**src/rtl/relm_spi_master.sv**
```systemverilog
// relm_spi_master: CPU push/pop driven SPI mode-3 byte engine, MSB first, with rx status and int sync.
module relm_spi_master #(
  parameter int WD  = 32,
  parameter int DIV = 4
) (
  input  logic          clk,
  input  logic          reset_in,
  input  logic [WD:0]   push_d,
  output logic          push_retry,
  input  logic          pop_re,
  output logic [WD:0]   pop_q,
  output logic          spi_ss_out,
  output logic          spi_sck_out,
  output logic          spi_mosi_out,
  input  logic          spi_miso_in,
  input  logic          spi_int_in
);
  localparam int CW = $clog2(DIV);
  typedef enum logic [1:0] {IDLE, LOW, HIGH} state_t;
  state_t          r_st;
  logic [CW-1:0]   r_ph;
  logic [2:0]      r_bit;
  logic [7:0]      r_sh;
  logic [7:0]      r_rx;
  logic            r_rxv;
  logic            r_ovf;
  logic            r_busy;
  logic            r_ss;
  logic            r_sck;
  logic            r_mosi;
  logic [1:0]      r_int;
  logic            w_last;
  logic            w_done;
  logic [7:0]      w_nsh;
  logic            w_unused;
  assign w_last = r_ph == CW'(DIV - 1);
  assign w_done = r_st == HIGH && w_last && r_bit == 3'd0;
  assign w_nsh  = {r_sh[6:0], spi_miso_in};
  assign w_unused = &{1'b0, push_d[WD-1:11]};
  assign push_retry   = r_busy;
  assign spi_ss_out   = r_ss;
  assign spi_sck_out  = r_sck;
  assign spi_mosi_out = r_mosi;
  always_comb begin
    pop_q = '0;
    pop_q[WD-1] = r_rxv;
    pop_q[WD-2] = r_ovf;
    pop_q[16] = r_int[1];
    pop_q[15] = r_busy;
    pop_q[7:0] = r_rx;
  end
  always_ff @(posedge clk) begin
    if (reset_in) begin
      r_st   <= IDLE;
      r_ph   <= '0;
      r_bit  <= '0;
      r_sh   <= '0;
      r_rx   <= '0;
      r_rxv  <= 1'b0;
      r_ovf  <= 1'b0;
      r_busy <= 1'b0;
      r_ss   <= 1'b1;
      r_sck  <= 1'b1;
      r_mosi <= 1'b0;
      r_int  <= '0;
    end else begin
      r_int <= {r_int[0], spi_int_in};
      // a completion wins over a same-cycle read: keep the new byte valid, leave overflow as is
      if (w_done) begin
        r_rx  <= w_nsh;
        r_rxv <= 1'b1;
        r_ovf <= r_ovf | (r_rxv & ~pop_re);
      end else if (pop_re) begin
        r_rxv <= 1'b0;
        r_ovf <= 1'b0;
      end
      case (r_st)
        IDLE: if (push_d[WD]) begin
          if (push_d[10]) r_ss <= push_d[9];
          if (push_d[8]) begin
            r_st   <= LOW;
            r_busy <= 1'b1;
            r_sck  <= 1'b0;
            r_mosi <= push_d[7];
            r_sh   <= push_d[7:0];
            r_ph   <= '0;
            r_bit  <= 3'd7;
          end
        end
        LOW: begin
          r_ph <= w_last ? '0 : r_ph + 1'b1;
          if (w_last) begin
            r_st  <= HIGH;
            r_sck <= 1'b1;
          end
        end
        HIGH: begin
          r_ph <= w_last ? '0 : r_ph + 1'b1;
          if (w_last) begin
            r_sh <= w_nsh;
            if (r_bit == 3'd0) begin
              r_st   <= IDLE;
              r_busy <= 1'b0;
            end else begin
              r_st   <= LOW;
              r_sck  <= 1'b0;
              r_mosi <= w_nsh[7];
              r_bit  <= r_bit - 1'b1;
            end
          end
        end
        default: r_st <= IDLE;
      endcase
    end
  end
endmodule
```
**config.mk**
```make
export PLATFORM = sky130hd
export DESIGN_NAME = relm_spi_master
export DESIGN_NICKNAME = d
export VERILOG_FILES = /design/src/rtl/relm_spi_master.sv
export SDC_FILE = /design/constraint.sdc
export NUM_CORES = 1
export LEC_CHECK = 0
export CORE_MARGIN = 2
export CORE_UTILIZATION = 40
export CTS_CLUSTER_SIZE = 30
export DETAILED_ROUTE_END_ITERATION = 12
export PLACE_DENSITY_LB_ADDON = 0.05
export SETUP_SLACK_MARGIN = 0.02
export SYNTH_ARGS = -nofsm -noshare
export SYNTH_HDL_FRONTEND = slang
export SYNTH_SLANG_ARGS = --single-unit
```
**constraint.sdc**
```tcl
create_clock -name clk -period 2.08 [get_ports clk]
set_input_delay 0.52 -clock clk [delete_from_list [all_inputs] [get_ports clk]]
set_output_delay 0.52 -clock clk [all_outputs]
set_load 0.005 [all_outputs]
```
==> run_results.csv <==
group,metric,value,unit
sta,hold_viol_final,0,
global_route,grt_util_met2,25.3,%
yosys,synthCells,176,
floorplan,die_width,66.3,um
sta,slew_headroom,66.6,%
yosys,synth_area_leaders,"dfxtp_1 39%, buf_4 14%, mux2i_1 7.1%",
placement,gp_congestion,0.822,
worst_setup_path,end_kind,"register",
outcome,status,"completed",
run,drv_cap,0,
worst_setup_path,worst-path-max-fanout,6,
finish,layoutNonFillerInstCount,254,
global_route,grt_pass1_wl,4780,um
global_route,grt_max_degree,32,
power,intPower,1.36,mW
placement,pre_cts_ws,0.106,ns
drt,drtIter0Drc,59,
power,leakage,0.741,nW
yosys,synth_top_area_share,38.7,%
clocking,holdBufCountCts,0,
clocking,post_cts_buffers,0,
sta,setup_violations,0,
sta,fin_ws,0.341,ns
worst_setup_path,reg2reg_to,"r_st[0]$_SDFFE_PP0P_",
yosys,yosysWarnings,0,
power,p_clk_share,23.1,%
drt,via_per_inst,4.69,
drt,wl_per_cell,11.2,um
global_route,antenna_found_initial,0,
placement,place_area,0.00181,mm^2
global_route,overflow,0,
power,pwr-share-seq,39.5,%
worst_setup_path,critPathMaxStageDelay,0.41,ns
global_route,grt_pass1_vias,1099,
global_route,use_met3,5.62,%
clocking,cts_tree,"yes",
clocking,insertion_delay,0.27,ns
worst_setup_path,critPathKind,"register to register",
drt,vias,1191,
power,p_per_area,1060,mW/mm^2
floorplan,fp.dieArea,0.00439,mm^2
floorplan,ios,75,
drt,dr.pass1.iters,4,
worst_setup_path,crit_slowest_cell,"dfxtp_1",
clocking,cts_root_buffer,"clkbuf_8",
global_route,grt_busiest_layer,"met2",
min_path,hp-start,"r_int[0]$_SDFF_PP0_",
placement,port_buffers,32,
drt,routed_wl,2850,um
finish,fillers,372,
worst_setup_path,rr_startpoint,"r_st[0]$_SDFFE_PP0P_",
sta,fin_crit,1.74,ns
power,power.total,2.02,mW
sta,drv_slew,0,
worst_setup_path,startpoint_type,"register",
drt,antenna_left,0,
yosys,synth.top_cells.by_count,"30 x dfxtp_1, 28 x buf_4, 20 x nand2_1, 18 x a21oi_1, 15 x nor2_1",
worst_setup_path,arrival,1.94,ns
sta,post-route-period-util,83.6,%
clocking,postCtsResizedCells,0,
finish,fin_nets,251,
power,p_sw,0.664,mW
yosys,synth_ff_type,"dfxtp_1",
min_path,min_path_cells,1,
floorplan,rows,22,
placement,placedCellCount,246,
yosys,synth-edff-count,0,
finish,insertedDiodeCount,0,
clocking,cts_sinks,30,
clocking,numCtsBuffers,5,
sta,grt_setup_unrepaired,"no",
clocking,clk_pin_slew_worst_paths,0.06,ns
sta,tns,0,ns
floorplan,initial_core_util,42.0,%
yosys,yosysMostFrequentCell,"dfxtp_1",
global_route,track_usage,14.4,%
power,ir_drop,0.504,mV
yosys,syn_area_per_cell,8.81,um^2
worst_setup_path,r2r_slack,0.34,ns
sta,skew,0.00341,ns
drt,drc_errors,0,
sta,max_freq,575,MHz
yosys,synth_seq_area_share,38.7,%
worst_setup_path,critPathBufInv,1,
floorplan,die_h,66.3,um
finish,drive_above_1_share,6.80,%
yosys,synth_area,0.00155,mm^2
worst_setup_path,path_delay_family,"compound AO/OA/AOI/OAI gates",
yosys,ys_ff_latch,30,
placement,dp_hpwl,2080,um
power,p_comb_share,37.4,%
yosys,ys_types,32,
finish,syn2layout_area_growth,22.6,%
clocking,h-tree-depth,2,
finish,finalInstanceArea,0.00190,mm^2
min_path,min_to,"r_int[1]$_SDFF_PP0_",
worst_setup_path,reg2reg_depth,6,
yosys,synth_top_cell_by_area,"dfxtp_1",
worst_setup_path,cp_cell_sequence,"inv_1 -> ha_1 -> a21boi_4 -> o21bai_1 -> or3_1 -> a21oi_1",
yosys,synthArstFlopShare,0,%
min_path,hold_path_class,"register to register",
clocking,clockBufferDepth,2,
worst_setup_path,crit_required,2.28,ns
sta,tightest_slew,0.498,ns
global_route,grtUsageMet1,16.1,%
power,p_sw_share,32.9,%
floorplan,core_area,0.00369,mm^2
[layer usage]
layer	routed length, um	vias up
met4	38	0
met5	0	-
met3	208	7
li1	-	607
met1	1250	537
met2	1350	40
[power by group through the flow]
stage | combinational, mW | clock (mW) | sequential, mW
2_1_floorplan | 0.586 | 0 | 0.790
3_3_place_gp | 0.744 | 0 | 0.808
3_5_place_dp | 0.763 | 0 | 0.813
4_1_cts | 0.766 | 0.483 | 0.801
5_1_grt | 0.848 | 0.517 | 0.815
6_report | 0.756 | 0.466 | 0.799
[registers in the layout, indices dropped and copies added, names as in the netlist]
signal	cells
push_retry	1
r_bit	3
r_int	2
r_ovf	1
r_ph	2
r_rx	8
r_rxv	1
r_sh	7
r_st	2
spi_mosi_out	1
spi_sck_out	1
spi_ss_out	1
[kinds of logic after synthesis]
family          count (synthesis)  share of synthesized area (%)
other cells                     1                          0.242
fa+ha+maj                       8                           6.46
compound gates                 38                           16.8
mux                            11                           7.10
flops                          30                           38.7
simple gates                   50                           14.5
buf+inv                        38                           16.1
[through the flow]
stage / utilization, % / hold slack, ns
CTS: 51.5 / 0.443
global route: 51.5 / 0.459
detailed placement: 49.1 / 0.429
global placement: 49.1 / 0.416
finish: 51.5 / 0.437
floorplan: - / 0.414
[cell type report]
cell class                 count  area, um^2  share of cell area (%)
clock inverter                 1        5.00                   0.263
inverter                       5        18.8                   0.987
timing repair buffer          35         355                    18.7
multi-input combinational    128         774                    40.8
sequential                    30         601                    31.6
clock buffer                   7        86.3                    4.54
tap                           48        60.1                    3.16
[worst max-delay path by stage]
| stage | startpoint | end | depth (start not counted) | slack, ns |
|---|---|---|---|---|
| after global placement | push_d[32] | r_st[0]$_SDFFE_PP0P_ | 5 | 0.14 |
| after floorplan | r_st[0]$_SDFFE_PP0P_ | r_st[0]$_SDFFE_PP0P_ | 6 | 0.53 |
| after global routing | r_st[0]$_SDFFE_PP0P_ | spi_mosi_out$_SDFFE_PP0P_ | 7 | 0.20 |
| final | r_st[0]$_SDFFE_PP0P_ | r_st[0]$_SDFFE_PP0P_ | 6 | 0.34 |
| after detailed placement | push_d[32] | r_st[0]$_SDFFE_PP0P_ | 5 | 0.11 |
| after CTS | r_st[0]$_SDFFE_PP0P_ | r_st[0]$_SDFFE_PP0P_ | 6 | 0.33 |
[worst reg2reg max path, cell delays in order, from the launching register on]
cell and delay [ns]:
dfxtp_1 0.41, inv_1 0.09, ha_1 0.26, a21boi_4 0.18, o21bai_1 0.21, or3_1 0.36, a21oi_1 0.17
[cell usage in the layout, fill, tap and decap left out]
cell,instances
nand2_1,20
buf_4,2
nor2b_1,3
dfxtp_1,30
clkbuf_1,1
nand4_1,1
buf_12,1
o21bai_1,1
a211oi_1,9
clkdlybuf4s50_1,32
nor4_1,1
a21bo_1,1
clkbuf_8,6
nand4b_1,1
a21bo_2,1
a21boi_4,1
a21oi_1,18
o21ai_1,1
a311oi_2,1
conb_1,21
and3_1,1
a21oi_2,1
ha_1,8
o211ai_1,1
o21ba_1,1
inv_1,5
clkinv_2,1
nor3b_1,1
nor2_1,15
or3_1,1
nand3_1,3
mux2i_1,11
o21ai_0,2
nand2b_1,3
(Power assumes the default switching activity.)
==> RTL change 1, RTL diff (config.mk and constraints unchanged) <==
The 3 states of `state_t` get a one-hot encoding in 3 bits.
--- a/src/rtl/relm_spi_master.sv
+++ b/src/rtl/relm_spi_master.sv
@@ -17,5 +17,5 @@
 );
   localparam int CW = $clog2(DIV);
-  typedef enum logic [1:0] {IDLE, LOW, HIGH} state_t;
+  typedef enum logic [2:0] {IDLE = 3'b001, LOW = 3'b010, HIGH = 3'b100} state_t;
   state_t          r_st;
   logic [CW-1:0]   r_ph;
Check against the original RTL: same outputs for any inputs over 10 cycles, from zero or initial values and one cycle with reset_in high; not proved beyond that.
==> RTL change 1 against the original RTL <==
Wire length increased by 8.6%. Critical endpoint is now r_rx[4]$_SDFFE_PP0P_. Critical path depth is 1 higher. Final cell count grew 1.2%. Sequential cell count rose by 1. Highest routed layer unchanged. Count of clock-buffer cells in the layout is the same. Area after synthesis is 12% higher. Worst hold slack better by 0.0049 ns. Design area increased by 7.9%. Die area is 11% higher. Worst setup slack got worse by 0.034 ns.
Power is not compared: it rests on default switching activity, and its combinational part moved more than twofold at a synthesized area within 25%.
==> RTL change 1: results (changes against the original RTL) <==
metric	value	unit	change
netlist_top_cells_area	dfxtp_1, buf_4, mux2i_1		
area_share_nonclk_buffers	19.40	%	+0.71 points
met3_usage	4.797	%	-0.83 points
status	completed		
synth_sequential_area_ratio	35.81	%	-2.9 points
coreArea	4086	sq um	+11%
worst_pin_slew	0.5921	ns	+0.09365 ns
cpPeakStageDelay	0.40	ns	
grt_pass1_vias	1215		+11%
grt_usage	13.67	%	-0.71 points
cp_top_family	simple AND/OR/NAND/NOR gates		
fin_nets	247		-1.6%
drt-initial-drc-count	53		-10%
grt_pass1_wl	5333	microns	+12%
regArea	620.6	sq um	+3.3%
grt_max_degree	32		unchanged
top_regs	r_rx x8, r_sh x7		
async_reset_ff_share	0	%	unchanged
clock-sinks	31		+3.3%
wl_met2	1521	microns	+12%
critPathSlowestCell	nor2b_1		
num-multi-input-gates	126		-1.6%
wl_per_cell	12.04	microns	+7.3%
place.gp.congestion	0.7448		-9.4%
buffers_excl_clock	39		+11%
hpwl	2182	microns	+4.9%
dpl_cell_area	1969	sq um	+8.9%
vias_per_cell	4.767		+1.7%
synth_common_cells	dfxtp_1, buf_4, nor2_1		
worstSetupEndpoint	r_rx[4]$_SDFFE_PP0P_		
crit_start	r_bit[0]$_SDFFE_PP0P_		
rrSetupSlack	0.31	ns	-0.03 ns
grtUsageMet2	24.76	%	-0.49 points
dr.max_layer_used	met4		
htree_num_levels	2		unchanged
yosysUniqueCellTypes	43		+34%
reg2regPathDepth	7		+1
fillers	385		+3.5%
inverters	3		-2
drive_above_1_share	14.01	%	+7.2 points
clk_share	3.966	%	-0.84 points
multi_input_area_share	42.77	%	+2.0 points
[RTL change 1: metrics by stage]
| stage | hold slack, ns | worst slack (ns) | std cells | power [mW] | util, % |
|---|---|---|---|---|---|
| 2_1_floorplan | 0.4138 | 0.5467 | 198 | 0.8099 | - |
| 3_3_place_gp | 0.4196 | 0.1028 | 249 | 0.8473 | 48.19 |
| 3_5_place_dp | 0.4361 | 0.08251 | 249 | 0.8540 | 48.19 |
| 4_1_cts | 0.4515 | 0.3037 | 257 | 1.304 | 50.18 |
| 5_1_grt | 0.4740 | 0.1482 | 257 | 1.357 | 50.18 |
| 6_report | 0.4416 | 0.3065 | 257 | 1.280 | 50.18 |
[RTL change 1: kinds of logic after synthesis]
family / after synthesis / synth area share (%)
buf+inv: 41 / 17.91
fa+ha+maj: 3 / 2.166
simple gates: 53 / 17.76
flops: 31 / 35.81
compound gates: 29 / 14.15
other cells: 1 / 0.2164
mux: 19 / 11.05
xor+xnor: 1 / 0.9389
==> RTL change 2, RTL diff (same flow settings) <==
Without the edit above. Change the parameter `DIV` from 4 to 2.
--- a/src/rtl/relm_spi_master.sv
+++ b/src/rtl/relm_spi_master.sv
@@ -2,5 +2,5 @@
 module relm_spi_master #(
   parameter int WD  = 32,
-  parameter int DIV = 4
+  parameter int DIV = 2
 ) (
   input  logic          clk,
Check against the original RTL: not equivalent (a bounded check fails within 4 cycles, from zero or initial values and one cycle with reset_in high).
==> RTL change 2 against the original RTL <==
Clock power rose by 28%. Sequential cell count fell by 1. Area after synthesis shrank 2.7%. Combinational power grew 13%. Design area rose by 2.0%. Power rose by 11%. Wire length grew 3.3%. Non-clock buffer count grew 5. Worst setup slack lost 0.16 ns. Critical path type unchanged. Largest cell class unchanged.
==> RTL change 2: results (changes against the original RTL) <==
metric	value	unit	change
powerDensity	1159	nW/um^2	+9.0%
place_worst_setup_slack	0.04414	ns	-0.06202 ns
hpwl	2053	microns	-1.3%
yosys_warnings	0		unchanged
wl_per_cell	11.64	microns	+3.7%
power.leakage	0.7632	nW	+2.9%
whs	0.4382	ns	+0.001402 ns
yosysUniqueCellTypes	34		+6.3%
rrSetupSlack	0.18	ns	-0.16 ns
finClkSkew	0.007060	ns	+0.003650 ns
grt_pass1_wl	4850	microns	+1.4%
p_clk	0.596	mW	+28%
wl_met2	1309	microns	-3.3%
internal-power	1.506	mW	+11%
final_core_util	53.34	%	+1.8 points
met1_length	1356	microns	+8.7%
vias_per_cell	4.692		about the same
worstPathMaxFanout	7		+1
syn_inst	169		-4.0%
netlist_top_cells_area	dfxtp_1, buf_4, ha_1		
status	completed		
routed-wl-met3	218	microns	+4.8%
drt-initial-drc-count	26		-56%
pg_seq	0.795	mW	-0.5%
place.gp.congestion	0.7581		-7.7%
dpl_cell_area	1803	sq um	-0.35%
grt_max_degree	31		-3.1%
synth_sequential_area_ratio	38.47	%	-0.27 points
grt_pass1_vias	1006		-8.5%
drive_above_1_share	9.756	%	+3.0 points
fin_nets	250		-0.40%
vdd_ir_drop_max	717.0	uV	+42%
fillers	348		-6.5%
postLayoutSetupSlackWorst	0.1800	ns	-0.1607 ns
cp.arrival	2.11	ns	+0.17 ns
RTL change 2: cell types whose count changed after synthesis, sizes merged, moves of 2 or more:
cell	unedited run	this run
buf	31	27
nor2b	3	5
a21oi	19	15
nand2	20	18
clkbuf	2	5
o21ai	3	1
a21bo	2	0
nand3	3	1
a2111oi	0	2
nor3	0	2
RTL change 2: layout make-up:
cell class                 instances  area share (%)
multi-input combinational        124           39.90
sequential                        29           29.95
timing repair buffer              40           20.27
clock buffer                       7           4.454
tap                               48           3.099
clock inverter                     1           1.549
inverter                           4          0.7747
RTL change 2: kinds of logic (layout without fill, tap and decap cells):
| logic type | after synthesis | in the layout | share of synthesized area [%] |
|---|---|---|---|
| AO/OA/AOI/OAI | 33 | 33 | 15.67 |
| adder cells (fa/ha/maj) | 8 | 8 | 6.634 |
| buffers and inverters | 36 | 52 | 15.51 |
| flip-flops | 29 | 29 | 38.47 |
| multiplexers | 10 | 10 | 6.634 |
| other | 1 | 21 | 0.2485 |
| AND/OR/NAND/NOR | 52 | 52 | 16.83 |
RTL change 2: per-layer routing:
layer	up-vias	GRT usage, %
li1	599	-
met1	541	19.59
met2	43	22.45
met3	4	5.308
met4	0	9.375
met5	-	0
RTL change 2: path summary, 6_finish.rpt:
check,from,to,depth (start not counted)
hold reg to reg,r_int[0]$_SDFF_PP0_,r_int[1]$_SDFF_PP0_,1
setup reg to reg,r_st[0]$_SDFFE_PP0P_,r_st[0]$_SDFFE_PP0P_,6
hold / removal,r_int[0]$_SDFF_PP0_,r_int[1]$_SDFF_PP0_,1
setup / recovery,r_st[0]$_SDFFE_PP0P_,r_st[0]$_SDFFE_PP0P_,6
RTL change 2: timing repair:
item / in CTS / in global routing
hold endpoints to repair: 0 / 0
buffers inserted: 0 / 2
setup endpoints to repair: 0 / 5
resized for setup: 0 / 2
